File: config.mk
export PLATFORM = sky130hd
export DESIGN_NAME = bubble_slot_manager
export DESIGN_NICKNAME = d
export VERILOG_FILES = /design/src/rtl/bubble_pkg.sv /design/src/rtl/lowest_free_slot.sv /design/src/rtl/bubble_slot_manager.sv
export SDC_FILE = /design/constraint.sdc
export NUM_CORES = 1
export LEC_CHECK = 0
export CAP_MARGIN = 40
export CORE_ASPECT_RATIO = 0.7
export CORE_MARGIN = 5
export CORE_UTILIZATION = 50
export CTS_BUF_LIST = sky130_fd_sc_hd__clkbuf_8
export CTS_CLUSTER_DIAMETER = 60
export CTS_CLUSTER_SIZE = 30
export DETAILED_ROUTE_END_ITERATION = 10
export PLACE_DENSITY_LB_ADDON = 0.1
export SLEW_MARGIN = 10
export SYNTH_ARGS = -nofsm -noshare
export SYNTH_HDL_FRONTEND = slang
export SYNTH_HIERARCHICAL = 1
export SYNTH_SLANG_ARGS = --single-unit
File: constraint.sdc
create_clock -name clk -period 7.55 [get_ports clk]
set_clock_uncertainty 0.15 [all_clocks]
set_input_delay 0.755 -clock clk [delete_from_list [all_inputs] [get_ports clk]]
set_output_delay 0.755 -clock clk [all_outputs]
set_load 0.01 [all_outputs]
File: src/rtl/bubble_pkg.sv
// bubble_pkg: shared state encoding, default sizes and direction constants for the bubble slot manager
package bubble_pkg;
  localparam int NUM_SLOTS = 8;
  localparam int SIZE_W = 2;
  localparam int INIT_SIZE = 3;
  localparam logic DIR_LEFT = 1'b0;
  localparam logic DIR_RIGHT = 1'b1;
  typedef enum logic [2:0] {
    IDLE,
    INIT,
    ARMED,
    KILL,
    SPAWN_A,
    SPAWN_B,
    CHECK,
    CLEAR
  } state_t;
endpackage

File: src/rtl/lowest_free_slot.sv
// lowest_free_slot: priority encoder returning the lowest-index clear bit of the occupancy mask
module lowest_free_slot #(
  parameter int N = 8,
  parameter int W = $clog2(N)
) (
  input  logic [N-1:0] alive,
  output logic [W-1:0] idx,
  output logic         found
);
  // scan from the top so the lowest free index is the last one written
  always_comb begin
    idx = '0;
    found = 1'b0;
    for (int i = N - 1; i >= 0; i--) begin
      if (!alive[i]) begin
        idx = W'(i);
        found = 1'b1;
      end
    end
  end
endmodule

File: src/rtl/bubble_slot_manager.sv
// bubble_slot_manager: seeds a level, splits hit bubbles into free slots and reports level clear
module bubble_slot_manager
  import bubble_pkg::*;
#(
  parameter int NUM_SLOTS = bubble_pkg::NUM_SLOTS,
  parameter int SLOT_W = $clog2(NUM_SLOTS),
  parameter int SIZE_W = bubble_pkg::SIZE_W,
  parameter int INIT_SIZE = bubble_pkg::INIT_SIZE
) (
  input  logic                 clk,
  input  logic                 resetN,
  input  logic                 start,
  input  logic                 freeze,
  input  logic                 hit_valid,
  input  logic [SLOT_W-1:0]    hit_slot,
  output logic                 hit_ready,
  output logic                 spawn_valid,
  output logic [SLOT_W-1:0]    spawn_slot,
  output logic [SIZE_W-1:0]    spawn_size,
  output logic                 spawn_dir,
  output logic                 kill_valid,
  output logic [SLOT_W-1:0]    kill_slot,
  output logic [SIZE_W-1:0]    pop_size,
  output logic [NUM_SLOTS-1:0] alive,
  output logic                 level_clear,
  output logic                 overflow,
  output logic                 busy
);
  state_t state, state_d;
  logic [SIZE_W-1:0] sizes [NUM_SLOTS];
  logic [SLOT_W-1:0] h_slot, free_slot, spawn_at;
  logic [SIZE_W-1:0] h_size, spawn_sz;
  logic accept, found, spawn_en, spawn_d, kill_en, clear_en, ovf_set;

  assign hit_ready = (state == ARMED) && !freeze;
  assign accept = hit_valid && hit_ready;

  lowest_free_slot #(.N(NUM_SLOTS), .W(SLOT_W)) u_free (
    .alive(alive),
    .idx(free_slot),
    .found(found)
  );

  // state register
  always_ff @(posedge clk or negedge resetN) begin
    if (!resetN) state <= IDLE;
    else state <= state_d;
  end

  // next-state: start overrides everything, a split runs to completion regardless of freeze
  always_comb begin
    state_d = state;
    if (start) state_d = INIT;
    else begin
      case (state)
        INIT:    state_d = ARMED;
        ARMED:   state_d = (accept && alive[hit_slot]) ? KILL : ARMED;
        KILL:    state_d = (h_size == '0) ? CHECK : SPAWN_A;
        SPAWN_A: state_d = SPAWN_B;
        SPAWN_B: state_d = ARMED;
        CHECK:   state_d = (alive == '0) ? CLEAR : ARMED;
        default: state_d = state;
      endcase
    end
  end

  // command decode for the edge leaving the current state; child size is only formed when size > 0
  always_comb begin
    spawn_en = 1'b0;
    spawn_at = '0;
    spawn_d = DIR_RIGHT;
    spawn_sz = SIZE_W'(INIT_SIZE);
    kill_en = 1'b0;
    clear_en = 1'b0;
    ovf_set = 1'b0;
    if (start) spawn_en = 1'b1;
    else begin
      case (state)
        ARMED: kill_en = accept && alive[hit_slot];
        KILL: begin
          spawn_en = h_size != '0;
          spawn_at = h_slot;
          spawn_d = DIR_LEFT;
          spawn_sz = (h_size != '0) ? h_size - SIZE_W'(1) : '0;
        end
        SPAWN_A: begin
          spawn_en = found;
          spawn_at = free_slot;
          spawn_sz = h_size - SIZE_W'(1);
          ovf_set = !found;
        end
        CHECK: clear_en = alive == '0;
        default: spawn_en = 1'b0;
      endcase
    end
  end

  // registered commands, occupancy, per-slot sizes and the latched hit
  always_ff @(posedge clk or negedge resetN) begin
    if (!resetN) begin
      spawn_valid <= 1'b0;
      spawn_slot <= '0;
      spawn_size <= '0;
      spawn_dir <= 1'b0;
      kill_valid <= 1'b0;
      kill_slot <= '0;
      pop_size <= '0;
      alive <= '0;
      level_clear <= 1'b0;
      overflow <= 1'b0;
      busy <= 1'b1;
      h_slot <= '0;
      h_size <= '0;
      for (int i = 0; i < NUM_SLOTS; i++) sizes[i] <= '0;
    end else begin
      spawn_valid <= spawn_en;
      kill_valid <= kill_en;
      level_clear <= clear_en;
      busy <= (state_d != ARMED) && (state_d != CLEAR);
      if (start) begin
        alive <= NUM_SLOTS'(1);
        overflow <= 1'b0;
      end else begin
        if (kill_en) alive[hit_slot] <= 1'b0;
        if (spawn_en) alive[spawn_at] <= 1'b1;
        if (ovf_set) overflow <= 1'b1;
      end
      if (spawn_en) begin
        spawn_slot <= spawn_at;
        spawn_size <= spawn_sz;
        spawn_dir <= spawn_d;
        sizes[spawn_at] <= spawn_sz;
      end
      if (kill_en) begin
        kill_slot <= hit_slot;
        pop_size <= sizes[hit_slot];
      end
      if (accept) begin
        h_slot <= hit_slot;
        h_size <= sizes[hit_slot];
      end
    end
  end
endmodule

Yosys cells after proc, flatten, opt, wreduce, memory -nomap -nowiden

Cells that the tools add are included.

Add/subtract/negate cells: 1
Multiplexer cells: 54
Magnitude comparators: 7
Equal/unequal tests: 8
Reductions and logical operators: 14
Bitwise operators: 5

Operator list:

| operator                                                                            | number |
|---|---|
| 3-bit two-way mux                                                                   | 11 |
| 8-bit two-way mux                                                                   | 4 |
| 1-bit two-way mux                                                                   | 23 |
| 16-bit bitwise mux                                                                  | 1 |
| 3-bit one-hot mux with 5 select lines                                               | 1 |
| 2-bit two-way mux                                                                   | 6 |
| 3-bit equality test, second input constant                                          | 3 |
| 8-bit bitwise AND                                                                   | 1 |
| 4-bit greater-or-equal comparator, second input constant                            | 2 |
| 8-bit zero test                                                                     | 1 |
| 3-bit by 4-bit < comparator with 1-bit output, second input constant                | 2 |
| 3-bit NOT with 4-bit output                                                         | 2 |
| 8-bit NOT                                                                           | 1 |
| 8-bit bitwise OR                                                                    | 1 |
| 1-bit logical AND                                                                   | 7 |
| 2-bit binary-select mux with 3-bit select                                           | 1 |
| 1-bit demux with 3-bit select                                                       | 2 |
| 2-bit demux with 3-bit select                                                       | 1 |
| 3-bit by 2-bit equality test with 1-bit output, second input constant               | 2 |
| 3-bit by 1-bit greater-or-equal comparator with 1-bit output, second input constant | 2 |
| 3-bit one-hot mux with 2 select lines                                               | 1 |
| 4-bit by 1-bit < comparator with 1-bit output, second input constant                | 1 |
| 2-bit one-hot mux with 2 select lines                                               | 1 |
| 2-bit nonzero test                                                                  | 2 |
| other kinds (9)                                                                     | 10 |

Register bits after elaboration: 48
Bits of input ports: 8
Output and inout bits: 25
Logic and storage cells: 111

Longest topological paths before layout

Depth after elaboration: 17
Depth in mapped cells: 8
Depth with buffers taken out: 7

By module

Netlist, hierarchy kept.

By module, submodules not included:

| module              | cells an instance | area each (um^2) | times used |
|---|---|---|---|
| bubble_slot_manager | 196               | 2,428.6          | 1 |
| lowest_free_slot    | 14                | 77.6             | 1 |

Worst setup path after synthesis

OpenSTA, ideal clock, no wires.

Path type: register to register
Start point: register alive[0]
End point: register sizes[10] (netlist name)
Stages on the path, launching flop included: 8
Required time: 7.275 ns
Setup slack: 5.102 ns
Arrival time: 2.174 ns
Buffers on the path: 1
Setup time: 0.125 ns
Period minus slack after synthesis: 2.448 ns
Cell sequence: dfrtp_1 nand4_1 or3_1 a211oi_2 inv_2 buf_2 nand4_1 mux2_2

Elaborated cells on any way between the ends: 13

RTL lines:

| element                               | RTL line                   | text |
|---|---|---|
| from (decl)                           | bubble_slot_manager.sv:24  | `output logic [NUM_SLOTS-1:0] alive,` |
| from (signal assigned)                | bubble_slot_manager.sv:108 | `alive <= '0;` |
| from (signal assigned)                | bubble_slot_manager.sv:121 | `alive <= NUM_SLOTS'(1);` |
| from (signal, indexed assignment)     | bubble_slot_manager.sv:124 | `if (kill_en) alive[hit_slot] <= 1'b0;` |
| 1-bit two-way mux                     | lowest_free_slot.sv:15     | `if (!alive[i]) begin` |
| via found                             | bubble_slot_manager.sv:33  | `logic accept, found, spawn_en, spawn_d, kill_en, clear_en, ovf_set;` |
| 1-bit one-hot mux with 2 select lines | bubble_slot_manager.sv:78  | `case (state)` |
| 1-bit two-way mux                     | bubble_slot_manager.sv:76  | `if (start) spawn_en = 1'b1;` |
| via spawn_en                          | bubble_slot_manager.sv:33  |  |
| to (signal, indexed assignment)       | bubble_slot_manager.sv:132 | `sizes[spawn_at] <= spawn_sz;` |
| to (decl)                             | bubble_slot_manager.sv:30  | `logic [SIZE_W-1:0] sizes [NUM_SLOTS];` |

The timed path passes the listed nets, and every way through them passes these cells.
A chain may end at the register's enable or synchronous reset.

Final worst setup path

Start point: input port freeze
End point: output port hit_ready

Word-level cells in the longest chain between the ends: 2

RTL lines:

| element           | RTL line                  | text |
|---|---|---|
| from (decl)       | bubble_slot_manager.sv:13 | `input logic freeze,` |
| 1-bit zero test   | bubble_slot_manager.sv:35 | `assign hit_ready = (state == ARMED) && !freeze;` |
| 1-bit logical AND | bubble_slot_manager.sv:35 |  |
| to (decl)         | bubble_slot_manager.sv:16 | `output logic hit_ready,` |

Every way passes these cells.

==> reports/summary.txt <==
Final hold vios -> 0
Post-synth EDFFs -> 0
Synthesis-stage register bit count -> 48
Slew margin rel. -> 55.01%
Drt wl/cell -> 18.65 um
Worst hold-check path type -> input port to async pin
Total Wirelength -> 5799 um
Met2 wire len -> 2346 um
Layout area overhead -> 18.77%
RSZ-0062 raised after global routing -> false
Row count -> 21
Number of CTS-inserted buffers -> 5
Detailed Place HPWL -> 4142 um
Root Buffer -> clkbuf_8
Comb pwr share -> 21.2%
Wl on met1 -> 2963 um
Total core area -> 0.004808 sq mm
Total track usage -> 19.08%
Detail Route Antenna Nets -> 0
Iter 0 DRT Violations -> 108
Fin Setup TNS -> 0 ns
Final Wtd Congestion -> 0.8291
Psw -> 175.6 uW
Post-layout util -> 61.90%
Setup Fix Bufs, Post-CTS -> 0
Synth Net Count -> 221
Worst reg2reg path depth -> 6
Pleak -> 0.001263 uW
Cell count after placement -> 303
Fmax -> 0.3124 GHz
Die width -> 94.62 um
Htree depth -> 2
Antenna violations before repair -> 0
Clock Latency Late Sink -> 0.30 ns
Post-route setup slack -> 4.349 ns
Distinct cells, synth -> 52
Run status -> finished, final reports clean
Met3 routed WL -> 454 um
Element type at the critical path end -> output port
Die area -> 0.006551 sq mm
Sw frac -> 28.55%
Least-Margin Pin Slew -> 0.6748 ns
Mapped Area -> 0.002506 sq mm
Clk sink count -> 48
Async S/R FF share, synth -> 100.0%
I/O pins -> 33
Non-Filler Instances -> 311
Syn_area_per_cell -> 11.93 sq um
Pint -> 439.4 uW
Crit path max fanout -> 4
Drt pass-1 iters -> 4
Residual DRC count -> 0
Gates resized, CTS repair -> 0
Instance count of the mapped netlist -> 210
Routed vias -> 1791
Post-DR vias/cell -> 5.759
Fraction of layout cells with a size suffix above 1 -> 23.97%
Clock network fraction of design power -> 26.6%
Max incr delay on CP -> 0.54 ns
Starting Density -> 52.12%
Ys flop type -> dfrtp_1
Pin count of the biggest net entering global routing -> 31
Hold-fix buffers at CTS -> 0
Nets -> 252
Port bufs -> 32
CP startpoint kind -> input port
Vias in the first global route -> 1731
Die extent in y -> 69.24 um
CP Cell Sequence -> clkdlybuf4s50_1 -> or4b_4 -> inv_2 -> clkdlybuf4s50_1
Critical path's most frequent cell -> clkdlybuf4s50_1
Max Root-Sink Buffers -> 2
Worst vdd ir -> 0.1387 mV
Synth Warn # -> 6
DP Worst Slack -> 4.135 ns
Max Slew Vio Count -> 0
Fin crit period -> 3.201 ns
Inserted Diodes -> 0
WHS -> 0.2356 ns
Power density over the cells -> 206.6 mW/mm^2
Number of setup violations in the final report -> 0
Flop pwr share -> 52.1%
Sequential area share after synthesis -> 47.98%
Critical path required time -> 6.64 ns
Max cap viols -> 0
CP arrival -> 2.30 ns
Final period utilization -> 42.39%
Worst-path clk slew -> 0.09 ns
Overflow after GRT -> 0
Kind of critical path -> input port to output port
CTS tree -> yes
First-pass GRT wire length -> 9632 um
Crit path max-delay cell type -> clkdlybuf4s50_1
Highest Signal Layer -> met4
==> power by group through the flow <==
| stage | registers, uW | logic, uW | clock network [uW] |
|---|---|---|---|
| after floorplan | 319 | 88.9 | 0 |
| final | 321 | 131 | 164 |
| after CTS | 320 | 132 | 168 |
| after detailed placement | 325 | 131 | 0 |
| after global placement | 325 | 130 | 0 |
| after global routing | 327 | 145 | 180 |
==> stage by stage <==
stage | instance area [sq um] | power, uW
floorplan | 2506 | 407.9
global placement | 2859 | 454.4
detailed placement | 2879 | 455.6
CTS | 2977 | 620.7
global route | 2977 | 651.9
finish | 2977 | 615.0
==> synth_stat cells, drive strengths merged, types with 2 or more instances <==
master   count  share of area [%]
mux2i        2               0.80
o21a         2               0.60
buf          5                1.3
mux4         4                3.6
nand4b       3                1.0
ha           3                1.5
dfrtp       47                 47
mux2        29                 14
nand2b       5                1.2
and2         3               0.75
nand4bb      2               0.90
a21oi       10                2.0
nand4        8                2.6
o211a        2                1.1
o21ai        9                1.8
nor4         3                1.2
nor2         6               0.90
or4          2               0.75
a31oi        2               0.50
inv          9                1.3
or3          2               0.50
o2111ai      2                1.2
nand2       20                3.0
nand3        5                1.0
nor2b        2               0.50
nor3         2               0.40
clkbuf       4               0.60
==> routing by layer <==
layer / global-route usage [%] / vias to the layer above
met4: 4.800 / 0
li1: - / 842
met3: 4.013 / 5
met1: 32.63 / 880
met5: 0 / -
met2: 23.67 / 64
==> state kept, by name, summed over array words and instances, names as in the netlist <==
signal and count:
state 3, spawn_slot 3, kill_slot 3, pop_size 2, busy 1, alive 8
overflow 1, level_clear 1, h_slot 3, kill_valid 1, spawn_size 2, spawn_dir 1
sizes 16, h_size 2, spawn_valid 1
==> worst paths after layout <==
check,endpoint,from,slack [ns]
max in group asynchronous,kill_slot[1]$_DFFE_PN0N_,resetN,6.50
min,alive[1]$_DFF_PN0_,resetN,0.24
min in group clk,spawn_slot[1]$_DFFE_PN0P_,spawn_slot[1]$_DFFE_PN0P_,0.35
max,hit_ready,freeze,4.35
max reg2reg,sizes[7]$_DFFE_PN0P_,alive[0]$_DFF_PN0_,4.68
min reg2reg,spawn_slot[1]$_DFFE_PN0P_,spawn_slot[1]$_DFFE_PN0P_,0.35
==> cell families (layout without fill, tap and decap cells) <==
| logic type | Yosys count | after routing | share of synthesized area (%) |
|---|---|---|---|
| muxes | 35 | 35 | 18.17 |
| and+or+nand+nor | 68 | 68 | 17.07 |
| buffers and inverters | 18 | 50 | 3.295 |
| adders and majority gates | 3 | 3 | 1.498 |
| AOI/OAI and AO/OA | 38 | 38 | 11.98 |
| DFF | 48 | 48 | 47.98 |
==> critical path: cells and delay by family <==
| family | cells | cell delay, ns |
|---|---|---|
| buf+inv | 3 | 1.05 |
| simple gates | 1 | 0.49 |
==> cell usage in the layout (no fill, tap or decap), types with 3 or more instances in the layout <==
cell | Yosys | layout
and2_1 | 3 | 3
clkdlybuf4s50_1 | 0 | 31
mux2_4 | 5 | 5
mux2_2 | 24 | 24
nand4_1 | 7 | 7
nand4b_1 | 3 | 3
ha_1 | 3 | 3
nor2_1 | 6 | 6
mux4_2 | 4 | 4
nand2b_1 | 5 | 5
dfrtp_1 | 47 | 47
clkbuf_8 | 0 | 6
o21ai_0 | 9 | 9
a21oi_1 | 10 | 10
inv_1 | 7 | 7
nand3_1 | 5 | 5
nand2_1 | 20 | 20
==> final cells by class <==
cell class | count | area (sq um)
fillers | 406 | 1832
inverters | 9 | 33.78
flip-flops and latches | 48 | 1202
clock buffers | 6 | 82.58
repair buffers | 33 | 335.3
well taps | 69 | 86.33
clock inverters | 2 | 15.01
multi-input cells | 144 | 1221
Note: power is estimated with default switching activity, not from simulation.
